File: src/rtl/mem_port_arbiter_pkg.sv
// mem_port_arbiter_pkg: shared memory widths and read-return owner encoding
package mem_port_arbiter_pkg;
  localparam int RAM_ADDR_WIDTH = 12;
  localparam int RAM_DATA_WIDTH = 32;
  typedef enum logic [1:0] {
    OWN_NONE = 2'd0,
    OWN_I    = 2'd1,
    OWN_D    = 2'd2
  } owner_e;
endpackage

File: src/rtl/mem_port_arbiter_starve_counter.sv
// starve_counter: saturating count of consecutive denied fetch cycles
module starve_counter #(
  parameter int MAX_WAIT = 4
) (
  input  logic clk,
  input  logic rst,
  input  logic inc,
  input  logic clr,
  output logic at_max
);
  logic [3:0] cnt_q, cnt_d;
  assign at_max = cnt_q == 4'(MAX_WAIT);
  always_comb cnt_d = clr ? 4'd0 : (inc && !at_max) ? cnt_q + 4'd1 : cnt_q;
  always_ff @(posedge clk) cnt_q <= rst ? 4'd0 : cnt_d;
endmodule

File: src/rtl/mem_port_arbiter.sv
// mem_port_arbiter: shares one bram32 read/write port pair between fetch and data
module mem_port_arbiter
  import mem_port_arbiter_pkg::*;
#(
  parameter int ADDR_WIDTH = RAM_ADDR_WIDTH,
  parameter int DATA_WIDTH = RAM_DATA_WIDTH,
  parameter int MAX_WAIT   = 4
) (
  input  logic                  clk,
  input  logic                  rst,
  input  logic                  i_req,
  input  logic [ADDR_WIDTH-1:0] i_addr,
  output logic                  i_gnt,
  output logic                  i_rvalid,
  output logic [DATA_WIDTH-1:0] i_rdata,
  output logic                  i_stall,
  input  logic                  d_req,
  input  logic                  d_we,
  input  logic [ADDR_WIDTH-1:0] d_addr,
  input  logic [DATA_WIDTH-1:0] d_wdat,
  input  logic [3:0]            d_be,
  output logic                  d_gnt,
  output logic                  d_rvalid,
  output logic [DATA_WIDTH-1:0] d_rdata,
  output logic [ADDR_WIDTH-1:0] m_r_addr,
  output logic                  m_r_enb,
  input  logic [DATA_WIDTH-1:0] m_r_dat,
  output logic [ADDR_WIDTH-1:0] m_w_addr,
  output logic [DATA_WIDTH-1:0] m_w_dat,
  output logic                  m_w_enb,
  output logic [3:0]            m_byte_enb
);
  owner_e owner_q, owner_d;
  logic   at_max, wr, d_rd_req, i_ok, d_rd_gnt;
  starve_counter #(.MAX_WAIT(MAX_WAIT)) u_starve (
    .clk    (clk),
    .rst    (rst),
    .inc    (i_stall),
    .clr    (!i_stall),
    .at_max (at_max)
  );
  always_comb begin
    wr       = !rst && d_req && d_we;
    d_rd_req = !rst && d_req && !d_we;
    i_ok     = !rst && i_req && !(wr && i_addr == d_addr);
    i_gnt    = i_ok && (!d_rd_req || at_max);
    d_rd_gnt = d_rd_req && !i_gnt;
    d_gnt    = wr || d_rd_gnt;
    i_stall  = i_req && !i_gnt;
    m_r_enb  = i_gnt || d_rd_gnt;
    m_r_addr = i_gnt ? i_addr : d_rd_gnt ? d_addr : '0;
    owner_d  = i_gnt ? OWN_I : d_rd_gnt ? OWN_D : OWN_NONE;
  end
  assign m_w_enb    = wr;
  assign m_w_addr   = d_addr;
  assign m_w_dat    = d_wdat;
  assign m_byte_enb = d_be;
  assign i_rvalid   = owner_q == OWN_I;
  assign d_rvalid   = owner_q == OWN_D;
  assign i_rdata    = m_r_dat;
  assign d_rdata    = m_r_dat;
  always_ff @(posedge clk) owner_q <= rst ? OWN_NONE : owner_d;
endmodule

File: config.mk
export PLATFORM = sky130hd
export DESIGN_NAME = mem_port_arbiter
export DESIGN_NICKNAME = d
export VERILOG_FILES = /design/src/rtl/mem_port_arbiter_pkg.sv /design/src/rtl/mem_port_arbiter_starve_counter.sv /design/src/rtl/mem_port_arbiter.sv
export SDC_FILE = /design/constraint.sdc
export NUM_CORES = 1
export LEC_CHECK = 0
export ABC_AREA = 1
export CAP_MARGIN = 20
export CORE_AREA = 3 3 87 89
export DETAILED_ROUTE_END_ITERATION = 8
export DIE_AREA = 0 0 90 92
export GPL_TIMING_DRIVEN = 0
export PLACE_DENSITY = 0.77
export SLEW_MARGIN = 0
export SYNTH_ARGS = -nofsm -noshare
export SYNTH_HDL_FRONTEND = slang
export SYNTH_SLANG_ARGS = --single-unit
File: constraint.sdc
create_clock -name clk -period 1.9 [get_ports clk]
set_clock_uncertainty 0.2 [all_clocks]
set_input_delay 0.38 -clock clk [delete_from_list [all_inputs] [get_ports clk]]
set_output_delay 0.38 -clock clk [all_outputs]
set_load 0.01 [all_outputs]
Yosys cells after proc, flatten, opt, wreduce, memory -nomap -nowiden --
Cells that the tools add are included.
Cells by class: bitwise logic cells 1, eq/ne operators 4, $add $sub $neg 1, reduce and logical (&&, ||, !) cells 21, mux-type cells 4
Operator list (count):
- two-way mux 12 bit | 2
- equality test 12 bit | 1
- logical AND 1 bit | 10
- zero test 1 bit | 6
- adder 4 x 1 -> 4 bit, second input constant | 1
- equality test 4 x 3 -> 1 bit, second input constant | 1
- OR reduction 2 bit | 2
- logical OR 1 bit | 3
- equality test 2 x 1 -> 1 bit, second input constant | 1
- equality test 2 bit, second input constant | 1
- two-way mux 2 bit | 1
- two-way mux 1 bit | 1
- inverter 1 bit | 1
Word-level totals: word-level logic and storage cells 34, input port bits 97, register bits 6, output and inout bits 131

Depth between registers and ports, before layout --
Gate-level depths: netlist (run 1).
depth after elaboration 11, depth in mapped cells 12, mapped depth without buffers 12

By module --
From an unflattened synthesis (run 1), not the netlist that was laid out.
Second synthesis, totals: cells, all modules 262, area, all modules 1615.3 µm²
Modules (own cells, without submodules):
- mem_port_arbiter | cells each 226, area an instance 1372.6 µm², times used 1, seq. area each 40.0 µm²
- starve_counter | cells each 36, area an instance 242.7 µm², times used 1, seq. area each 80.1 µm²

Worst setup path after synthesis (run 1) --
Ideal clock, no wire load.
path type input-to-output, start point input rst, end point output m_r_addr[0], cell stages on the path 10, data required time 1.320 ns, path buffers 1, setup slack -0.020 ns, arrival time 1.340 ns, path through inv_1 nand3_2 nor2_1 nand2_1 nor2_1 nand2_1 nand3_4 nand2_2 buf_6 o22ai_1
On the way: longest elaborated chain between the ends 11, elaborated cells on any way between the ends 15, classes of those cells 2 x mux; 13 x reduce/logical
RTL lines:
- start: declaration | line mem_port_arbiter.sv:10 | input logic rst,
- zero test 1 bit * | line mem_port_arbiter.sv:43, mem_port_arbiter.sv:44, mem_port_arbiter.sv:45
- logical AND 1 bit | line mem_port_arbiter.sv:43, mem_port_arbiter.sv:44
- logical AND 1 bit | line mem_port_arbiter.sv:43 | wr = !rst && d_req && d_we;
- logical AND 1 bit | line mem_port_arbiter.sv:45 | i_ok = !rst && i_req && !(wr && i_addr == d_addr);
- zero test 1 bit | line mem_port_arbiter.sv:45
- logical AND 1 bit | line mem_port_arbiter.sv:45
- logical AND 1 bit | line mem_port_arbiter.sv:46 | i_gnt = i_ok && (!d_rd_req || at_max);
- zero test 1 bit | line mem_port_arbiter.sv:47 | d_rd_gnt = d_rd_req && !i_gnt;
- logical AND 1 bit | line mem_port_arbiter.sv:47
- two-way mux 12 bit | line mem_port_arbiter.sv:51 | m_r_addr = i_gnt ? i_addr : d_rd_gnt ? d_addr : '0;
- two-way mux 12 bit * | line mem_port_arbiter.sv:51
- end: declaration | line mem_port_arbiter.sv:25 | output logic [ADDR_WIDTH-1:0] m_r_addr,
Every way passes the cells marked *; elsewhere a longest branch is shown, timed or not.

Worst setup path in the final report (run 1) --
start point input d_addr[9], end point output m_r_addr[8]
On the way: longest elaborated chain between the ends 9
RTL lines:
- start: declaration | line mem_port_arbiter.sv:19 | input logic [ADDR_WIDTH-1:0] d_addr,
- equality test 12 bit * | line mem_port_arbiter.sv:45
- logical AND 1 bit * | line mem_port_arbiter.sv:45
- zero test 1 bit * | line mem_port_arbiter.sv:45
- logical AND 1 bit * | line mem_port_arbiter.sv:45
- logical AND 1 bit * | line mem_port_arbiter.sv:46
- zero test 1 bit | line mem_port_arbiter.sv:47
- logical AND 1 bit | line mem_port_arbiter.sv:47
- two-way mux 12 bit | line mem_port_arbiter.sv:51
- two-way mux 12 bit * | line mem_port_arbiter.sv:51
Marked as above.

==> metrics.yaml, run 1 <==
fill_cells: 552
synth-edff-count: 0
clockRootBuffer: "clkbuf_8"
start_kind: "input pin"
clk_path_buf_depth: 2
critPathMaxStageDelay_ps: 160
drc: 0
synth_top_area_share: 0.5503
antenna_left: 0
slew_violations: 0
synth_compound_area_frac: 0.05844
clock_latency_ps: 230
design_power_total_mw: 1.258
worst_slew_pin_slew_ps: 332.4
status: "finished, violations left"
netlist_instances: 242
finalHoldViolations: 0
synth.yosys.seq_area_share: 0.07792
synth_xor_area_frac: 0.01705
drt_iter0_drc: 41
min_period_over_period: 1.219
postCtsHoldBufs: 0
die_area_sq_um: 8280
dp_hpwl_microns: 5165
synth.top_cells.by_count: "113 x buf_4, 47 x nand2_1, 31 x inv_1, 15 x nor2_1, 8 x o22ai_1"
arrival_ps: 1740
synthAdderAreaFrac: 0.01623
synth_mux_area_frac: 0
synth_area_leader_cell: "buf_4"
synth_warnings: 0
firstDrtPassIters: 4
grt_pass1_wl_microns: 11650
core_sq_um: 6832
yosysUniqueCellTypes: 18
fmaxAchievable_mhz: 431.7
power.static_leakage_nw: 2.226
antennaDiodeCount: 0
cp_common_cell: "nand2_1"
dp_slack_ps: -1286
synth_ff_type: "dfxtp_1"
detail_route.wl_per_cell_microns: 12.97
synthTopCellsByArea: "buf_4 55%, nand2_1 11%, dfxtp_1 7.8%"
place_area_sq_um: 3253
cap_violations: 0
avgSynthCellArea_sq_um: 6.370
worst-setup-path-type: "input pin to output port"
grt_start_max_net_pins: 6
cp_slowest_cell: "o22ai_2"
end_kind: "output port"
rsz0062_at_grt: "true"
hold_ws_ps: 288.5
setup_ws_ps: -416.2
fin_nets: 602
start_util: 0.2256
path_cells: "buf_6, inv_2, nand2_1, nand2_1, nor2_2, nand2_1, nor2_2, nand2_2, nand3_4, buf_12, buf_8, buf_6, o22ai_2, buf_2"
dr_total_vias: 2380
setup_viol: 16
path_max_fanout: 4
grt_usage: 0.1697
vias_per_cell: 3.987
multiInputGateArea_sq_um: 673.1
port_buffers: 159
slew_headroom: 0.7782
clock_sinks: 6
violations: "setup timing"
boundaryPins: 228
crit_required_ps: 1320
die_y_microns: 92
synth_most_common_cell: "buf_4"
grt_overflow: 0
die_w_microns: 90
gp_congestion: 0.7277
synth_fp_nets: 341
antenna_found_initial: 0
power.density_nw_per_um2: 291.3
wl_microns: 7745
ys_ff_latch: 6
htreeDepth: 1
cts_buffers: 3
synth_top_family_by_area: "buffers and inverters"
synthesis.area_sq_um: 1541
async_flop_share: 0
design_area_sq_um: 4319
layout_min_cycle_time_ps: 2316
finalNonFillerCells: 597
syn2layout_area_growth_pct: 180.2
regArea_sq_um: 122.6
yosys.area_share.simple: 0.1972
drive_above_1_share: 0.6547
rows: 30
grt_pass1_vias: 2562
cts_tree: "done"
placedCellCount: 497
clkTransAtPathRegs_ps: 30
ir_drop_v: 0.0001267
hold_path_class: "input pin to flip-flop"
-- logic make-up (layout without fill, tap and decap cells) --
kind of cell / Yosys count / after routing
DFF: 6 / 6
and+or+nand+nor: 72 / 72
xor gates and xnor gates: 3 / 3
adders and majority gates: 2 / 2
AOI/OAI and AO/OA: 14 / 14
buffers and inverters: 145 / 404
-- per-stage QoR --
step	setup TNS, ps	utilization
global placement	-22940	0.4762
finish	-5050	0.6322
floorplan	-156.6	-
detailed placement	-23640	0.4762
CTS	-5995	0.5890
global route	-6471	0.6322
-- flip-flops by register name (all words and copies together) (netlist names) --
register and cells:
u_starve.cnt_q 4, owner_q 2
-- power breakdown --
group | internal, mW | total [mW] | switching (mW)
clock network | 0.136 | 0.193 | 0.0569
logic | 0.606 | 0.932 | 0.327
registers | 0.131 | 0.133 | 0.00213
total | 0.873 | 1.26 | 0.386
-- layout make-up --
type	instances	area share
tap	96	0.02781
inverter	31	0.03331
sequential	6	0.02839
clock buffer	3	0.009560
multi-input combinational	91	0.1559
timing repair buffer	256	0.5435
buffer	114	0.2016
-- what timing repair did --
item                       CTS  global route
cloned                       1             0
gates resized for setup    240            78
hold endpoints to repair     0             0
setup buffers               96             9
pin swaps                   28            18
setup endpoints to repair   34            20
-- worst paths after layout --
path | from | to | slack (ps) | cells after the start
worst max-delay path | d_addr[9] | m_r_addr[8] | -420 | 14
worst min-delay path | i_req | u_starve.cnt_q[1] | 290 | 3
worst max register to register | u_starve.cnt_q[0] | u_starve.cnt_q[1] | 110 | 12
worst min register to register | u_starve.cnt_q[1] | u_starve.cnt_q[1] | 390 | 3
-- layer usage --
metal | vias to the layer above | routed length (microns) | track usage
li1 | 1145 | - | -
met1 | 1050 | 2285 | 0.1422
met2 | 159 | 4456 | 0.3510
met3 | 26 | 735 | 0.05414
met4 | 0 | 267 | 0.08291
met5 | - | 0 | 0
-- worst max-delay path: cells and delay by family --
| kind | cells | cell delay (ps) |
|---|---|---|
| compound gates | 1 | 160 |
| buf+inv | 6 | 710 |
| simple gates | 7 | 490 |
-- placed cells by master, fill, tap and decap left out, types with 2 or more instances in the layout --
master / count
buf_2: 19
inv_6: 2
nand3_4: 3
nand2_4: 3
nor2_2: 4
dfxtp_1: 4
buf_4: 197
a21oi_1: 2
xnor2_2: 3
nand3_1: 3
nand2_2: 17
nor2_1: 9
clkbuf_8: 3
o22ai_4: 3
buf_8: 5
nand2_1: 28
buf_6: 29
o22ai_2: 5
inv_4: 4
nor2_4: 2
inv_2: 18
dfxtp_2: 2
buf_12: 3
inv_1: 6
clkdlybuf4s50_1: 114
Power figures use the tool's default switching activity.
==> run 2, diff against run 1 <==
--- a/config.mk
+++ b/config.mk
@@ -8,6 +8,7 @@
 export ABC_AREA = 1
 export CAP_MARGIN = 20
 export CORE_AREA = 3 3 87 89
+export CTS_BUF_LIST = sky130_fd_sc_hd__clkbuf_8
 export DETAILED_ROUTE_END_ITERATION = 8
 export DIE_AREA = 0 0 90 92
 export GPL_TIMING_DRIVEN = 0
==> results of run 2 <==
No change in the layout: final DEF, timing and power equal those of run 1.
==> run 3, diff against run 2 <==
--- a/config.mk
+++ b/config.mk
@@ -8,7 +8,6 @@
 export ABC_AREA = 1
 export CAP_MARGIN = 20
 export CORE_AREA = 3 3 87 89
-export CTS_BUF_LIST = sky130_fd_sc_hd__clkbuf_8
 export DETAILED_ROUTE_END_ITERATION = 8
 export DIE_AREA = 0 0 90 92
 export GPL_TIMING_DRIVEN = 0
==> results of run 3 <==
No change in the layout: final DEF, timing and power equal those of run 1.
